**src/rtl/frame_dumper.sv**
```systemverilog
// frame_dumper: reads one frame out of display memory word by word and
// serialises every colour component as an MSB-aligned byte on a valid/ready
// stream (row, column, segment, then R, G, B).
// Optional feature: define FRAME_DUMPER_CHECKSUM_EN to append one byte holding
// the XOR of all pixel bytes of the dump; done then pulses on that byte.
module frame_dumper #(
  parameter int segments = 2,
  parameter int rows     = 8,
  parameter int columns  = 32,
  parameter int bitwidth = 8
) (
  input  logic                                clk,
  input  logic                                rst,
  input  logic                                start,
  output logic                                busy,
  output logic                                done,
  output logic [$clog2(rows)-1:0]             rrow,
  output logic [$clog2(columns)-1:0]          rcol,
  input  logic [bitwidth*3*segments-1:0]      rdata,
  output logic [7:0]                          odata,
  output logic                                ovalid,
  input  logic                                oready
);

  localparam int row_w  = $clog2(rows);
  localparam int col_w  = $clog2(columns);
  localparam int seg_w  = (segments > 1) ? $clog2(segments) : 1;
  localparam int word_w = bitwidth * 3 * segments;
  localparam int pad_w  = 8 - bitwidth;

  localparam logic [row_w-1:0] ROW_LAST = row_w'(rows - 1);
  localparam logic [col_w-1:0] COL_LAST = col_w'(columns - 1);
  localparam logic [seg_w-1:0] SEG_LAST = seg_w'(segments - 1);

  localparam logic [2:0] ST_IDLE = 3'd0;
  localparam logic [2:0] ST_READ = 3'd1;
  localparam logic [2:0] ST_WAIT = 3'd2;
  localparam logic [2:0] ST_SEND = 3'd3;
`ifdef FRAME_DUMPER_CHECKSUM_EN
  localparam logic [2:0] ST_CSUM = 3'd4;
`endif

  // Picks component comp (0=R, 1=G, 2=B) of segment seg out of a memory word
  // and left-aligns it in a byte, leaving the low bits zero.
  function automatic logic [7:0] enc_byte(input logic [word_w-1:0] w,
                                          input logic [seg_w-1:0]  seg,
                                          input logic [1:0]        comp);
    logic [bitwidth-1:0] c;
    int unsigned         off;
    off = (int'(seg) * 3 + 2 - int'(comp)) * bitwidth;
    c   = bitwidth'(w >> off);
    return 8'(c) << pad_w;
  endfunction

  logic [2:0]        state_r;
  logic [word_w-1:0] word_r;
  logic [seg_w-1:0]  seg_r;
  logic [1:0]        comp_r;
`ifdef FRAME_DUMPER_CHECKSUM_EN
  logic [7:0]        csum_r;
`endif

  logic              xfer_s;
  logic              last_byte_s;
  logic              last_word_s;
  logic [seg_w-1:0]  nxt_seg_s;
  logic [1:0]        nxt_comp_s;
  logic [7:0]        nxt_byte_s;

  // Handshake decode and the next (segment, component) position within the word.
  always_comb begin
    xfer_s      = ovalid && oready;
    last_byte_s = (comp_r == 2'd2) && (seg_r == SEG_LAST);
    last_word_s = (rrow == ROW_LAST) && (rcol == COL_LAST);
    if (comp_r == 2'd2) begin
      nxt_comp_s = 2'd0;
      nxt_seg_s  = seg_r + seg_w'(1);
    end else begin
      nxt_comp_s = comp_r + 2'd1;
      nxt_seg_s  = seg_r;
    end
    nxt_byte_s = enc_byte(word_r, nxt_seg_s, nxt_comp_s);
  end

  // Main sequencer: fetch a word (READ, WAIT), stream its bytes (SEND), repeat.
  always_ff @(posedge clk or posedge rst) begin
    if (rst) begin
      state_r <= ST_IDLE;
      word_r  <= '0;
      seg_r   <= '0;
      comp_r  <= 2'd0;
      rrow    <= '0;
      rcol    <= '0;
      odata   <= 8'd0;
      ovalid  <= 1'b0;
      busy    <= 1'b0;
      done    <= 1'b0;
`ifdef FRAME_DUMPER_CHECKSUM_EN
      csum_r  <= 8'd0;
`endif
    end else begin
      done <= 1'b0;
      case (state_r)
        ST_IDLE: begin
          if (start) begin
            state_r <= ST_READ;
            busy    <= 1'b1;
`ifdef FRAME_DUMPER_CHECKSUM_EN
            csum_r  <= 8'd0;
`endif
          end
        end
        ST_READ: begin
          // rrow/rcol already hold the address of the word to fetch.
          state_r <= ST_WAIT;
        end
        ST_WAIT: begin
          // Memory data is valid now; the first byte is taken straight from it.
          word_r  <= rdata;
          seg_r   <= '0;
          comp_r  <= 2'd0;
          odata   <= enc_byte(rdata, '0, 2'd0);
          ovalid  <= 1'b1;
          state_r <= ST_SEND;
        end
        ST_SEND: begin
          if (xfer_s) begin
`ifdef FRAME_DUMPER_CHECKSUM_EN
            csum_r <= csum_r ^ odata;
`endif
            if (!last_byte_s) begin
              comp_r <= nxt_comp_s;
              seg_r  <= nxt_seg_s;
              odata  <= nxt_byte_s;
            end else begin
              if (rcol == COL_LAST) begin
                rcol <= '0;
                rrow <= (rrow == ROW_LAST) ? '0 : rrow + row_w'(1);
              end else begin
                rcol <= rcol + col_w'(1);
              end
              if (last_word_s) begin
`ifdef FRAME_DUMPER_CHECKSUM_EN
                // Keep ovalid high and present the folded checksum next.
                odata   <= csum_r ^ odata;
                state_r <= ST_CSUM;
`else
                ovalid  <= 1'b0;
                busy    <= 1'b0;
                done    <= 1'b1;
                state_r <= ST_IDLE;
`endif
              end else begin
                ovalid  <= 1'b0;
                state_r <= ST_READ;
              end
            end
          end
        end
`ifdef FRAME_DUMPER_CHECKSUM_EN
        ST_CSUM: begin
          if (xfer_s) begin
            ovalid  <= 1'b0;
            busy    <= 1'b0;
            done    <= 1'b1;
            state_r <= ST_IDLE;
          end
        end
`endif
        default: begin
          ovalid  <= 1'b0;
          busy    <= 1'b0;
          state_r <= ST_IDLE;
        end
      endcase
    end
  end

endmodule
```
**config.mk**
```make
export PLATFORM = sky130hd
export DESIGN_NAME = frame_dumper
export DESIGN_NICKNAME = d
export VERILOG_FILES = /design/src/rtl/frame_dumper.sv
export SDC_FILE = /design/constraint.sdc
export NUM_CORES = 1
export LEC_CHECK = 0
export CAP_MARGIN = 25
export CORE_MARGIN = 4
export CORE_UTILIZATION = 48
export DETAILED_ROUTE_END_ITERATION = 16
export GPL_TIMING_DRIVEN = 0
export PLACE_DENSITY = 0.79
export SYNTH_ARGS = -nofsm -noshare
export SYNTH_HDL_FRONTEND = slang
export SYNTH_SLANG_ARGS = --single-unit
```
**constraint.sdc**
```tcl
create_clock -name clk -period 5.1 [get_ports clk]
set_input_delay 1.02 -clock clk [delete_from_list [all_inputs] [get_ports clk]]
set_output_delay 1.02 -clock clk [all_outputs]
set_load 0.01 [all_outputs]
```
# Word level (Yosys, flattened, before mapping)
# Cells that the tools add are included.
# totals
reg_bits,73
input_bits,52
out_inout_bits,19
# op_classes
n_addsub,6
multipliers,1
eq_ne,11
shifts,1
muxes,30
bitwise_logic,2
n_reduce_logical,13
# ops
operator,n
$shr A48 B32 Y8,1
$mux W8,2
$pmux W8 S2,1
$mux W1,14
$mux W3,4
$pmux W3 S4,1
$reduce_and A3 Y1,4
$ne A2 B2 Y1 const B,5
$eq A3 B2 Y1 const B,2
$mux W2,3
$pmux W1 S3,2
$add A5 B1 Y5 const B,1
$eq A5 B5 Y1 const B,1
$mux W5,1
$reduce_and A5 Y1,1
$sub A4 B2 Y5,1
$add A3 B2 Y4 const B,1
$pmux W2 S2,1
$reduce_and A4 Y1,1
$reduce_or A2 Y1,2
$add A3 B1 Y3 const B,1
$eq A3 B1 Y1 const B,1
$eq A3 B3 Y1 const B,1
$logic_and A1 B1 Y1,3
8 further kinds,9

# Logic depth before layout (Yosys ltp)
# Gate-level depths: netlist (run 1).
# logic_depth
depth_word,9
ltp_mapped,10
depth_no_buf,10

# Worst setup path before layout (run 1)
# Ideal clock, no wire load.
# synth_path
path_kind,reg-to-reg
from,reg comp_r[1]
to,reg odata[3]
setup_time_ns,0.128
arrival_ns,2.525
required_ns,4.972
slack_ns,2.447
path_stages_with_launch,11
n_path_buf,1
period_less_slack_ns,2.653
cell_sequence,dfrtp_1 > nor2b_1 > ha_1 > or3_1 > ha_1 > inv_1 > ha_1 > buf_2 > mux4_1 > a2bb2oi_1 > o21ai_0
# synth_via
elab_chain_cells,9
word_cells_on_any_way,14
cone_classes,add/sub (3); mul (1); eq/ne (2); shift (1); mux (5); reduce/logical (2)
# synth_lines
item,line,text
from (decl),58,logic [1:0] comp_r;
from (signal assigned),132,comp_r <= nxt_comp_s;
$eq A2 B2 Y1,"73, 75",
$mux W1,75,if (comp_r == 2'd2) begin
$mul A1 B2 Y3,50,off = (int'(seg) * 3 + 2 - int'(comp)) * bitwidth;
$add A3 B2 Y4,50,
$sub A4 B2 Y5,50,
$shr A48 B32 Y8,51,c = bitwidth'(w >> off);
$mux W8,131,if (!last_byte_s) begin
$mux W8,127,if (xfer_s) begin
$pmux W8 S2,103,case (state_r)
to (signal assigned),122,"odata <= enc_byte(rdata, '0, 2'd0);"
to (signal assigned),134,odata <= nxt_byte_s;
to (decl),20,"output logic [7:0] odata,"
# Several ways; a longest one is shown, not always the timed one. The select of a mux whose other input is x is not followed.
# A chain may end at the register's enable or synchronous reset.

# Worst setup path in the final report (run 1)
# layout_path
from,reg comp_r[1]
to,reg odata[6]
# The elaborated chain is that of the path after synthesis.

==> results of run 1 <==
==> area by class of cell <==
type / instances / area (um^2)
fillers: 549 / 2400
inverters: 6 / 25.0
plain buffers: 11 / 51.3
flip-flops and latches: 72 / 1800
clock inverters: 5 / 82.6
multi-input cells: 172 / 1520
clock buffers: 10 / 128
well taps: 96 / 120
repair buffers: 70 / 701
==> critical path: cells and delay by family (launching register included) <==
family	cells	cell delay (ns)
flops	1	0.42
simple gates	2	0.50
buf+inv	2	0.33
compound gates	2	0.28
mux	1	0.61
fa+ha+maj	3	0.67
==> sequential cells by signal, summed over array words and instances (netlist names) <==
register and count:
busy 1, comp_r 2, done 1, odata 8, ovalid 1, rcol 5, rrow 3, seg_r 1
state_r 2, word_r 48
==> power by group through the flow <==
stage / clock network [mW] / registers [mW] / logic [mW]
global placement: 0 / 0.957 / 1.19
CTS: 0.491 / 0.964 / 1.24
finish: 0.483 / 0.963 / 1.22
floorplan: 0 / 0.942 / 0.903
global route: 0.517 / 0.993 / 1.33
detailed placement: 0 / 0.973 / 1.23
==> layout by cell type (no fill, tap or decap), types with 5 or more instances in the layout <==
cell / netlist / routed
a21oi_1: 7 / 7
a2bb2oi_1: 6 / 6
clkbuf_1: 8 / 9
clkbuf_8: 0 / 9
clkdlybuf4s50_1: 0 / 70
dfrtp_1: 72 / 72
ha_1: 11 / 11
inv_1: 6 / 5
mux2_2: 52 / 52
mux2i_1: 8 / 8
mux4_2: 5 / 5
nand2_1: 18 / 18
nor2_1: 10 / 10
nor3b_1: 6 / 6
o21ai_0: 14 / 14
==> stage by stage <==
step,power (mW),util,hold slack [ns],instances
floorplan,1.85,-,0.445,261
global placement,2.15,0.617,0.462,427
detailed placement,2.20,0.617,0.474,427
CTS,2.69,0.648,0.490,442
global route,2.84,0.648,0.511,442
finish,2.67,0.648,0.484,442
==> kinds of logic (layout without fill, tap and decap cells) <==
kind of cell | count (synthesis) | count (layout) | synth area share
flops | 72 | 72 | 0.531
mux | 68 | 68 | 0.253
simple gates | 55 | 55 | 0.0815
compound gates | 36 | 36 | 0.0653
buf+inv | 17 | 102 | 0.0218
fa+ha+maj | 11 | 11 | 0.0406
xor+xnor | 2 | 2 | 0.00738
==> routing by layer <==
layer / track usage / vias up / share of wire
li1: - / 1112 / -
met2: 0.301 / 68 / 0.49
met4: 0.0718 / 0 / 0.022
met5: 0 / - / 0
met3: 0.0443 / 18 / 0.053
met1: 0.213 / 1135 / 0.43
==> path summary, 6_finish.rpt <==
check | startpoint | to | slack [ns] | depth (start not counted)
min reg2reg | seg_r | seg_r | 0.48 | 2
max in group asynchronous | rst | rcol[2] | 3.32 | 2
max reg2reg | comp_r[1] | odata[6] | 2.18 | 10
min | seg_r | seg_r | 0.48 | 2
min in group asynchronous | rst | rrow[2] | 1.22 | 2
max | comp_r[1] | odata[6] | 2.18 | 10
==> results.cfg, run 1 <==
[outcome]
status = completed

[synth]
syn_avg_cell_area_um2 = 13.0
synth_top_area_frac = 0.531
synth_edf_count = 0
syn_area_mm2 = 0.00339
syn_inst = 261
ys_types = 36
ys_ff_latch = 72
synth_warnings = 0
synthArstFlopShare = 1.00
synth-main-ff-cell = dfrtp_1
ys_top_cells_by_area = dfrtp_1 (53%), mux2_2 (17%), ha_1 (4.1%)
synth_fp_nets = 324
ys_seq_area_frac = 0.531
yosysMostFrequentCell = dfrtp_1
ys_top_cells_by_count = dfrtp_1 (72), mux2_2 (52), nand2_1 (18)
yosysTopAreaCell = dfrtp_1

[sta]
final_hold_viol_count = 0
finClkSkew_ns = 0.0148
setup-tns-final_ns = 0
max_slew_margin = 0.419
min_period_over_period = 0.573
fmax_mhz = 342
timing.final.ws_setup_ns = 2.18
min_period_ns = 2.92
tightest_slew_ns = 0.872
setup_viol = 0
slew_violations = 0
rsz0062_at_grt = no

[routing]
ant_nets = 0
wire_per_inst_um = 16.4
dr.pass1.iters = 4
drt_iter0_drc = 117
routed_via_density = 5.28
vias = 2333
wirelength_um = 7250
drcViolationCount = 0

[global_routing]
grt_pass1_wl_um = 11700
grt_max_degree = 73
antenna_found_initial = 0
track_usage = 0.176
grt_remaining_overflow = 0
grt_pass1_vias = 2507

[placement]
placed_cell_area_mm2 = 0.00422
gp_congestion = 0.813
dp.final_hpwl_um = 5330
place_ws_ns = 2.19
port_buffers = 70

[floorplan]
core_area_mm2 = 0.00683
io-pin-count = 71
fp.dieArea_mm2 = 0.00848
die_y_um = 92.1
fp-row-count = 30
die_w_um = 92.1
initial_core_util = 0.497

[worst_setup_path]
crit_type = register to register
arrival_ns = 3.14
cp_slowest_stage_delay_ns = 0.61
crit_fanout = 9
crit_top_cell = ha_1
worst_setup_path_start_kind = register
endpoint_kind = register
worstPathRequired_ns = 5.32
cp_cell_sequence = nor2b_1 -> ha_1 -> or3_1 -> ha_1 -> inv_1 -> ha_1 -> buf_2 -> mux4_1 -> a2bb2oi_1 -> o21ai_0
cp_slowest_cell = mux4_1

[run]
max-cap-violations = 0

[cts]
cts_htree_levels = 3
clock_sinks = 72
cts_buffers = 9
cts_root_buffer = clkbuf_8
cts_tree = done
cts_setup_buffers = 0
cts_resized = 0
clkTransAtPathRegs_ns = 0.07
insertion_delay_ns = 0.34
cts_hold_buf = 0
clk_path_buf_depth = 2

[power]
seqPwrFrac = 0.361
p_clk_frac = 0.181
switching_share = 0.333
power_density_mw_per_mm2 = 603
leakage_nw = 1.90
p_sw_mw = 0.889
peakVddDrop_mv = 0.276
p_comb_frac = 0.459
p_int_mw = 1.78

[layout]
diodes = 0
final_area_mm2 = 0.00443
syn_to_final_growth_pct = 30.5
nNetsFinal = 405
final_layout_size_suffix_gt1_frac = 0.225

[worst_hold_path]
min_path_type = register to register
Power figures use the tool's default switching activity.
==> run 2: changes to the inputs <==
==> constraint.sdc (replaced) <==
create_clock -name clk -period 2.83 [get_ports clk]
set_input_delay 0.566 -clock clk [delete_from_list [all_inputs] [get_ports clk]]
set_output_delay 0.566 -clock clk [all_outputs]
set_load 0.01 [all_outputs]
==> run 2 against run 1 <==
Final cell count is 1.4% higher. Maximum frequency increased by 9.0%. First-iteration DRC count decreased by 4.3%. Die area unchanged. Utilization increased by 0.88 points. Flip-flop and latch count did not move. Clock skew fell by 0.0017 ns. Critical endpoint is now odata[3].
==> results.cfg, run 2 (synthesized netlist as in run 1, its figures left out) <==
[placement]
gp_congestion = 0.813
port_buffers = 70
dp_cells = 427
dp.final_hpwl_um = 5330

[routing]
ant_nets = 0
drt-met1-wl_um = 3130
routed_via_density = 5.24
wire_per_inst_um = 16.4
drcViolationCount = 0
wirelength_um = 7330
route.met2.wl_um = 3660
wl_met3_um = 394
routed.top_layer = met4
dr.pass1.iters = 4
drt_iter0_drc = 112
vias = 2348

[sta]
finClkSkew_ns = 0.0131
tightest_slew_ns = 0.871
rsz0062_at_grt = no
setup_viol = 0
slew_violations = 0
max_slew_margin = 0.419
min_period_over_period = 0.948
final_hold_viol_count = 0
fmax_mhz = 373
min_period_ns = 2.68
setup-tns-final_ns = 0

[power]
leakage_nw = 1.93
p_comb_frac = 0.469
p_sw_mw = 1.62
power_density_mw_per_mm2 = 1090
seqPwrFrac = 0.354
p_int_mw = 3.27
peakVddDrop_mv = 0.496
p_clk_frac = 0.177
switching_share = 0.331

[worst_setup_path]
rr_endpoint = odata[3]
reg2reg_from = comp_r[0]
arrival_ns = 2.90
crit_fanout = 9
critPathLaunch = comp_r[0]
crit_path_end = odata[3]
crit_type = register to register
reg2reg_slack_ns = 0.15
worst_setup_path_start_kind = register
r2r_cells = 10
worstPathRequired_ns = 3.05
endpoint_kind = register

[layout]
diodes = 0
n_fill_cell = 539
largest_register = word_r
final_cell_mix = dfrtp_1 (72), clkdlybuf4s50_1 (70), mux2_2 (52), nand2_1 (18), o21ai_0 (14)
layout_commonest_cell = dfrtp_1
syn_to_final_growth_pct = 32.2
largest_register_ff_count = 48
reg_top3 = word_r (48), odata (8), rcol (5)
seqCellArea_mm2 = 0.00180
final_layout_size_suffix_gt1_frac = 0.244
final_cells = 448
multi_input_area_mm2 = 0.00153
nNetsFinal = 411

[floorplan]
io-pin-count = 71
die_y_um = 92.1
fp-row-count = 30
fp.dieArea_mm2 = 0.00848
die_w_um = 92.1
core_area_mm2 = 0.00683
initial_core_util = 0.497

[global_routing]
grt_pass1_vias = 2504
grt_max_degree = 73
antenna_found_initial = 0
grt_remaining_overflow = 0
track_usage = 0.176
grt_pass1_wl_um = 11700

[cts]
cts_buffers = 9
cts_hold_buf = 0
cts_tree = done
insertion_delay_ns = 0.35
cts_root_buffer = clkbuf_8
clk_path_buf_depth = 2
cts_htree_levels = 3
clkTransAtPathRegs_ns = 0.07
clock_sinks = 72

[outcome]
status = completed

[worst_hold_path]
min_path_type = register to register

[run]
max-cap-violations = 0
==> run 2: layout make-up <==
type                       instances  share of cell area
tap                               96              0.0268
buffer                            11              0.0128
clock inverter                     5              0.0184
timing repair buffer              76               0.166
clock buffer                      10              0.0284
sequential                        72               0.402
multi-input combinational        172               0.340
inverter                           6             0.00558
==> run 2: worst min-delay path by stage <==
stage	startpoint	endpoint	slack (ns)	cells after the start
floorplan	seg_r	seg_r	0.45	2
global placement	seg_r	seg_r	0.46	2
detailed placement	seg_r	seg_r	0.47	2
CTS	seg_r	seg_r	0.49	2
global route	word_r[36]	word_r[36]	0.51	1
finish	seg_r	seg_r	0.49	2
==> run 2: power groups by stage <==
stage	Combinational (mW)	Sequential [mW]	Clock [mW]
6_report	2.30	1.73	0.869
5_1_grt	2.49	1.78	0.931
4_1_cts	2.24	1.74	0.886
3_5_place_dp	2.21	1.75	0
3_3_place_gp	2.14	1.72	0
2_1_floorplan	1.63	1.70	0
==> run 2: per-layer routing <==
metal	global-route usage	up-vias
met5	0	-
met4	0.0718	0
met3	0.0443	16
met2	0.300	76
met1	0.213	1135
li1	-	1121
==> run 2: timing repair <==
action                     4_1_cts  5_1_grt
resized for setup                1        3
setup endpoints to repair        6        7
pin swaps                        0        0
setup buffers                    0        6
==> run 2: per-stage QoR <==
step	hold WS [ns]	setup slack, ns	power, mW	area (um^2)	utilization
final	0.486	0.148	4.90	4490	0.657
after floorplan	0.445	0.177	3.33	3390	-
after CTS	0.490	0.00396	4.86	4430	0.648
after global routing	0.513	0.000442	5.21	4490	0.657
after detailed placement	0.474	-0.0804	3.97	4220	0.617
after global placement	0.462	-0.758	3.87	4210	0.617
==> run 2: worst max-delay path, stage by stage (launching register included) <==
cell       delay (ns)
dfrtp_1          0.40
nor2b_1          0.14
ha_2             0.33
or3_1            0.33
ha_1             0.19
inv_1            0.05
ha_1             0.13
buf_6            0.16
mux4_1           0.59
a2bb2oi_1        0.16
o21ai_0          0.09
==> run 3: changes to the inputs <==
==> constraint.sdc (replaced) <==
create_clock -name clk -period 3 [get_ports clk]
set_input_delay 0.6 -clock clk [delete_from_list [all_inputs] [get_ports clk]]
set_output_delay 0.6 -clock clk [all_outputs]
set_load 0.01 [all_outputs]
==> run 3 against run 2 <==
Clock-buffer cell count stayed put. Worst hold slack worse by 0.0016 ns. Final cell count down 1.3%. Flip-flop and latch count stayed put. Critical path depth unchanged. Clock skew is 0.0018 ns higher. Register-to-register slack improved by 0.07 ns. Sequential share of layout area grew 0.50 points. Combinational power fell by 9.1%. Utilization fell by 0.81 points. Critical endpoint is now odata[6]. Highest routed layer unchanged.
==> results.cfg, run 3 (synthesized netlist as in run 1, its figures left out) <==
[outcome]
status = completed

[cts]
clk_path_buf_depth = 2
cts_htree_levels = 3
clkTransAtPathRegs_ns = 0.07
cts_tree = done
cts_hold_buf = 0
insertion_delay_ns = 0.35
cts_setup_buffers = 0
clock_sinks = 72
cts_resized = 0
cts_buffers = 9
cts_root_buffer = clkbuf_8

[global_routing]
antenna_found_initial = 0
grt_pass1_vias = 2507
grt_remaining_overflow = 0
grt_max_degree = 73
track_usage = 0.176
grt_pass1_wl_um = 11700

[sta]
rsz0062_at_grt = no
hold-worst-slack_ns = 0.484
final_hold_viol_count = 0
setup_viol = 0
tightest_slew_ns = 0.871
finClkSkew_ns = 0.0149
timing.final.ws_setup_ns = 0.219
min_period_over_period = 0.927
fmax_mhz = 360
min_period_ns = 2.78
slew_violations = 0
max_slew_margin = 0.420

[worst_setup_path]
endpoint_kind = register
arrival_ns = 3.00
worstPathRequired_ns = 3.22
worst_setup_path_start_kind = register
crit_fanout = 9
crit_type = register to register

[routing]
wire_per_inst_um = 16.4
dr.pass1.iters = 6
drt_iter0_drc = 121
routed_via_density = 5.31
drcViolationCount = 0
wirelength_um = 7270
vias = 2347
ant_nets = 0

[floorplan]
fp.dieArea_mm2 = 0.00848
fp-row-count = 30
io-pin-count = 71
die_y_um = 92.1
initial_core_util = 0.497
core_area_mm2 = 0.00683
die_w_um = 92.1

[placement]
gp_congestion = 0.813
place_ws_ns = 0.0896
dp.final_hpwl_um = 5330
dp_cells = 427
placed_cell_area_mm2 = 0.00422
port_buffers = 70

[run]
max-cap-violations = 0

[power]
leakage_nw = 1.90
total_power_mw = 4.54
power_density_mw_per_mm2 = 1030
peakVddDrop_mv = 0.469

[layout]
largest_register = word_r
final_cells = 442
diodes = 0
final_cell_mix = dfrtp_1 (72), clkdlybuf4s50_1 (70), mux2_2 (52), nand2_1 (18), o21ai_0 (14)
final_area_mm2 = 0.00443
largest_register_ff_count = 48
final_layout_size_suffix_gt1_frac = 0.228
layout_commonest_cell = dfrtp_1
reg_top3 = word_r (48), odata (8), rcol (5)
nNetsFinal = 405
syn_to_final_growth_pct = 30.6

[worst_hold_path]
min_path_type = register to register
[run 3: power breakdown]
part	switching, mW	leakage (nW)	total, mW	internal (mW)
Sequential	0.234	0.877	1.64	1.40
Clock	0.355	0.106	0.821	0.465
Combinational	0.921	0.914	2.09	1.17
[run 3: final cells by class]
type	count	area, um^2
Sequential cell	72	1800
Multi-Input combinational cell	172	1520
Buffer	11	53.8
Inverter	6	25.0
Timing Repair Buffer	70	701
Tap cell	96	120
Fill cell	547	2400
Clock inverter	5	82.6
Clock buffer	10	128
[run 3: final timing paths]
| check | startpoint | to | slack, ns | cells past startpoint |
|---|---|---|---|---|
| max | comp_r[0] | odata[6] | 0.22 | 10 |
| min | seg_r | seg_r | 0.48 | 2 |
| max reg2reg | comp_r[0] | odata[6] | 0.22 | 10 |
| min reg2reg | seg_r | seg_r | 0.48 | 2 |
| max in group asynchronous | rst | rcol[2] | 1.64 | 2 |
| min in group asynchronous | rst | rrow[2] | 0.80 | 2 |
[run 3: metal layers]
metal / routed length, um / track usage / up-vias
met5: 0 / 0 / -
li1: - / - / 1109
met3: 423 / 0.0443 / 16
met1: 3080 / 0.213 / 1137
met4: 150 / 0.0718 / 0
met2: 3610 / 0.301 / 85
[run 3: metrics by stage]
step           utilization  setup TNS, ns
6_report             0.649              0
5_1_grt              0.649              0
4_1_cts              0.648              0
3_5_place_dp         0.617              0
3_3_place_gp         0.617         -44.47
2_1_floorplan            -              0
[run 3: worst max-delay path, stage by stage (launching register included)]
cell	delay, ns
dfrtp_1	0.43
nor2b_1	0.14
ha_2	0.33
or3_1	0.33
ha_1	0.19
inv_1	0.06
ha_1	0.11
buf_4	0.20
mux4_1	0.59
a2bb2oi_1	0.19
o21ai_0	0.09
==> RTL edit (settings of run 3) <==
The parameter `rows` goes from 8 to 16.
--- a/src/rtl/frame_dumper.sv
+++ b/src/rtl/frame_dumper.sv
@@ -7,3 +7,3 @@
   parameter int segments = 2,
-  parameter int rows     = 8,
+  parameter int rows     = 16,
   parameter int columns  = 32,
Ports: changed (resized rrow); port bits go from 71 to 72. No check against the original RTL was run, so the function may have changed too.
==> RTL edit against run 3 <==
  * Power is 39% higher
  * Sequential cell count is 1 higher
  * Utilization is 1.2 points higher
  * Final area is 11% higher
  * Critical endpoint is now odata[2]
  * Combinational power is 80% higher
  * Synthesized area is 11% higher
  * Critical path type unchanged
  * Setup slack worse by 0.016 ns
  * Wire length is 23% higher
  * Critical path depth is 3 higher
==> RTL edit: results (changes against run 3) <==
Timing
  • Max-slew headroom: 41.0% (was 42.0%)
  • Post-Route Skew: 0.00708 ns (was 0.0149 ns)
  • Hold_ws: 0.502 ns (was 0.484 ns)

Pwr
  • Int Power: 3.72 mW (was 3.03 mW)
  • Power share of the combinational group: 59.4% (was 46.0%)
  • Peak supply drop: 671 uV (was 469 uV)
  • Clock share of power: 13.8% (was 18.1%)
  • Leakage: 2.07 nW (was 1.90 nW)

Setup path
  • Crit path max fanout: 10 (was 9)
  • Worst r2r src: comp_r[1] (was comp_r[0])
  • R2R cell count: 13 (was 10)
  • Reg-to-reg endpoint: odata[2] (was odata[6])
  • Worst Path Arrival: 3.07 ns (was 3.00 ns)
  • Critical Path Max Stage Delay: 0.38 ns (was 0.59 ns)
  • Slowest CP cell: dfrtp_1 (was mux4_1)

Status
  • Outcome: completed (unchanged)

Route
  • Post-DR vias/cell: 5.72 (was 5.31)
  • DRT iter0 DRCs: 184 (was 121)
  • Final WL: 8.96 mm (was 7.27 mm)
  • TritonRoute pass-1 iters: 4 (was 6)
  • Routed vias: 3055 (was 2347)

Synth
  • Post-Syn Instances: 347 (was 261)
  • Seq/Total Area, Yosys: 48.7% (was 53.1%)
  • Post-synth top cells: dfrtp_1 (73), mux2_2 (46), nand2_1 (35) (was dfrtp_1 (72), mux2_2 (52), nand2_1 (18))
  • Yosys cell types: 49 (was 36)
  • Top cells by area, synth: dfrtp_1 (49%), mux2_2 (14%), nand2_1 (3.5%) (was dfrtp_1 (53%), mux2_2 (17%), ha_1 (4.1%))
  • Post-Synth XOR/XNOR Area: 0.467% (was 0.737%)
  • Synth Area in Compound Gates: 15.2% (was 6.53%)

Hold path
  • Hold path depth: 1 (was 2)
  • Worst Min Path Start: rrow[3] (was seg_r)
  • Hold Path End: rrow[3] (was seg_r)

Global routing
  • Largest net degree at the start of global routing: 74 (was 73)
  • Vias in the first global route: 3081 (was 2507)
  • GRT Util Overall: 20.8% (was 17.6%)

Placement
  • DP Wirelength: 6.34 mm (was 5.33 mm)
  • Port bufs: 71 (was 70)
  • Placed Cells incl. Taps: 517 (was 427)
  • GPL Wtd Cong: 0.857 (was 0.813)

Finish
  • Fin nets: 492 (was 405)
  • Fillers: 575 (was 547)
  • Layout cell share with drive strength beyond 1: 20.5% (was 22.8%)
## RTL edit: cells by family after synthesis
| group | count (synthesis) |
|---|---|
| compound gates | 82 |
| xor+xnor | 2 |
| fa+ha+maj | 10 |
| buf+inv | 38 |
| flops | 73 |
| mux | 51 |
| simple gates | 91 |
## RTL edit: stage by stage
stage,setup slack [ns],setup TNS [ns],area [sq um],power [mW]
after CTS,0.0343,0,4860,6.14
after floorplan,0.114,0,3750,4.12
after global placement,-0.633,-48.37,4590,4.95
after detailed placement,-0.402,-2.85,4590,5.05
after global routing,0.0552,0,4900,6.75
final,0.203,0,4900,6.33
## RTL edit: worst register-to-register path: cells and delay by family, from the launching register on
kind / cells / cell delay [ns]
buf+inv: 5 / 0.64
mux: 1 / 0.15
fa+ha+maj: 3 / 0.70
simple gates: 2 / 0.34
compound gates: 2 / 0.51
flops: 1 / 0.38
## RTL edit: layer usage
layer	part of all wire, %	vias up	GRT usage (%)
li1	-	1431	-
met2	50	118	34.0
met5	0	-	0
met3	7.1	26	5.27
met4	2.8	0	11.0
met1	40	1480	25.4
## RTL edit: area by class of cell
type / count / area [sq um] / share of cell area, %
flip-flops and latches: 73 / 1830 / 37.3
multi-input cells: 236 / 1790 / 36.6
repair buffers: 74 / 733 / 15.0
clock buffers: 10 / 138 / 2.81
plain buffers: 20 / 126 / 2.58
well taps: 99 / 124 / 2.53
clock inverters: 6 / 90.1 / 1.84
inverters: 16 / 65.1 / 1.33
## RTL edit: repair_timing
item                                    4_1_cts  5_1_grt
buffers inserted                              2        1
endpoints found under the setup margin        8        8
pin swaps                                     2        2
hold buffers                                  0        0
gates resized for setup                       8        6
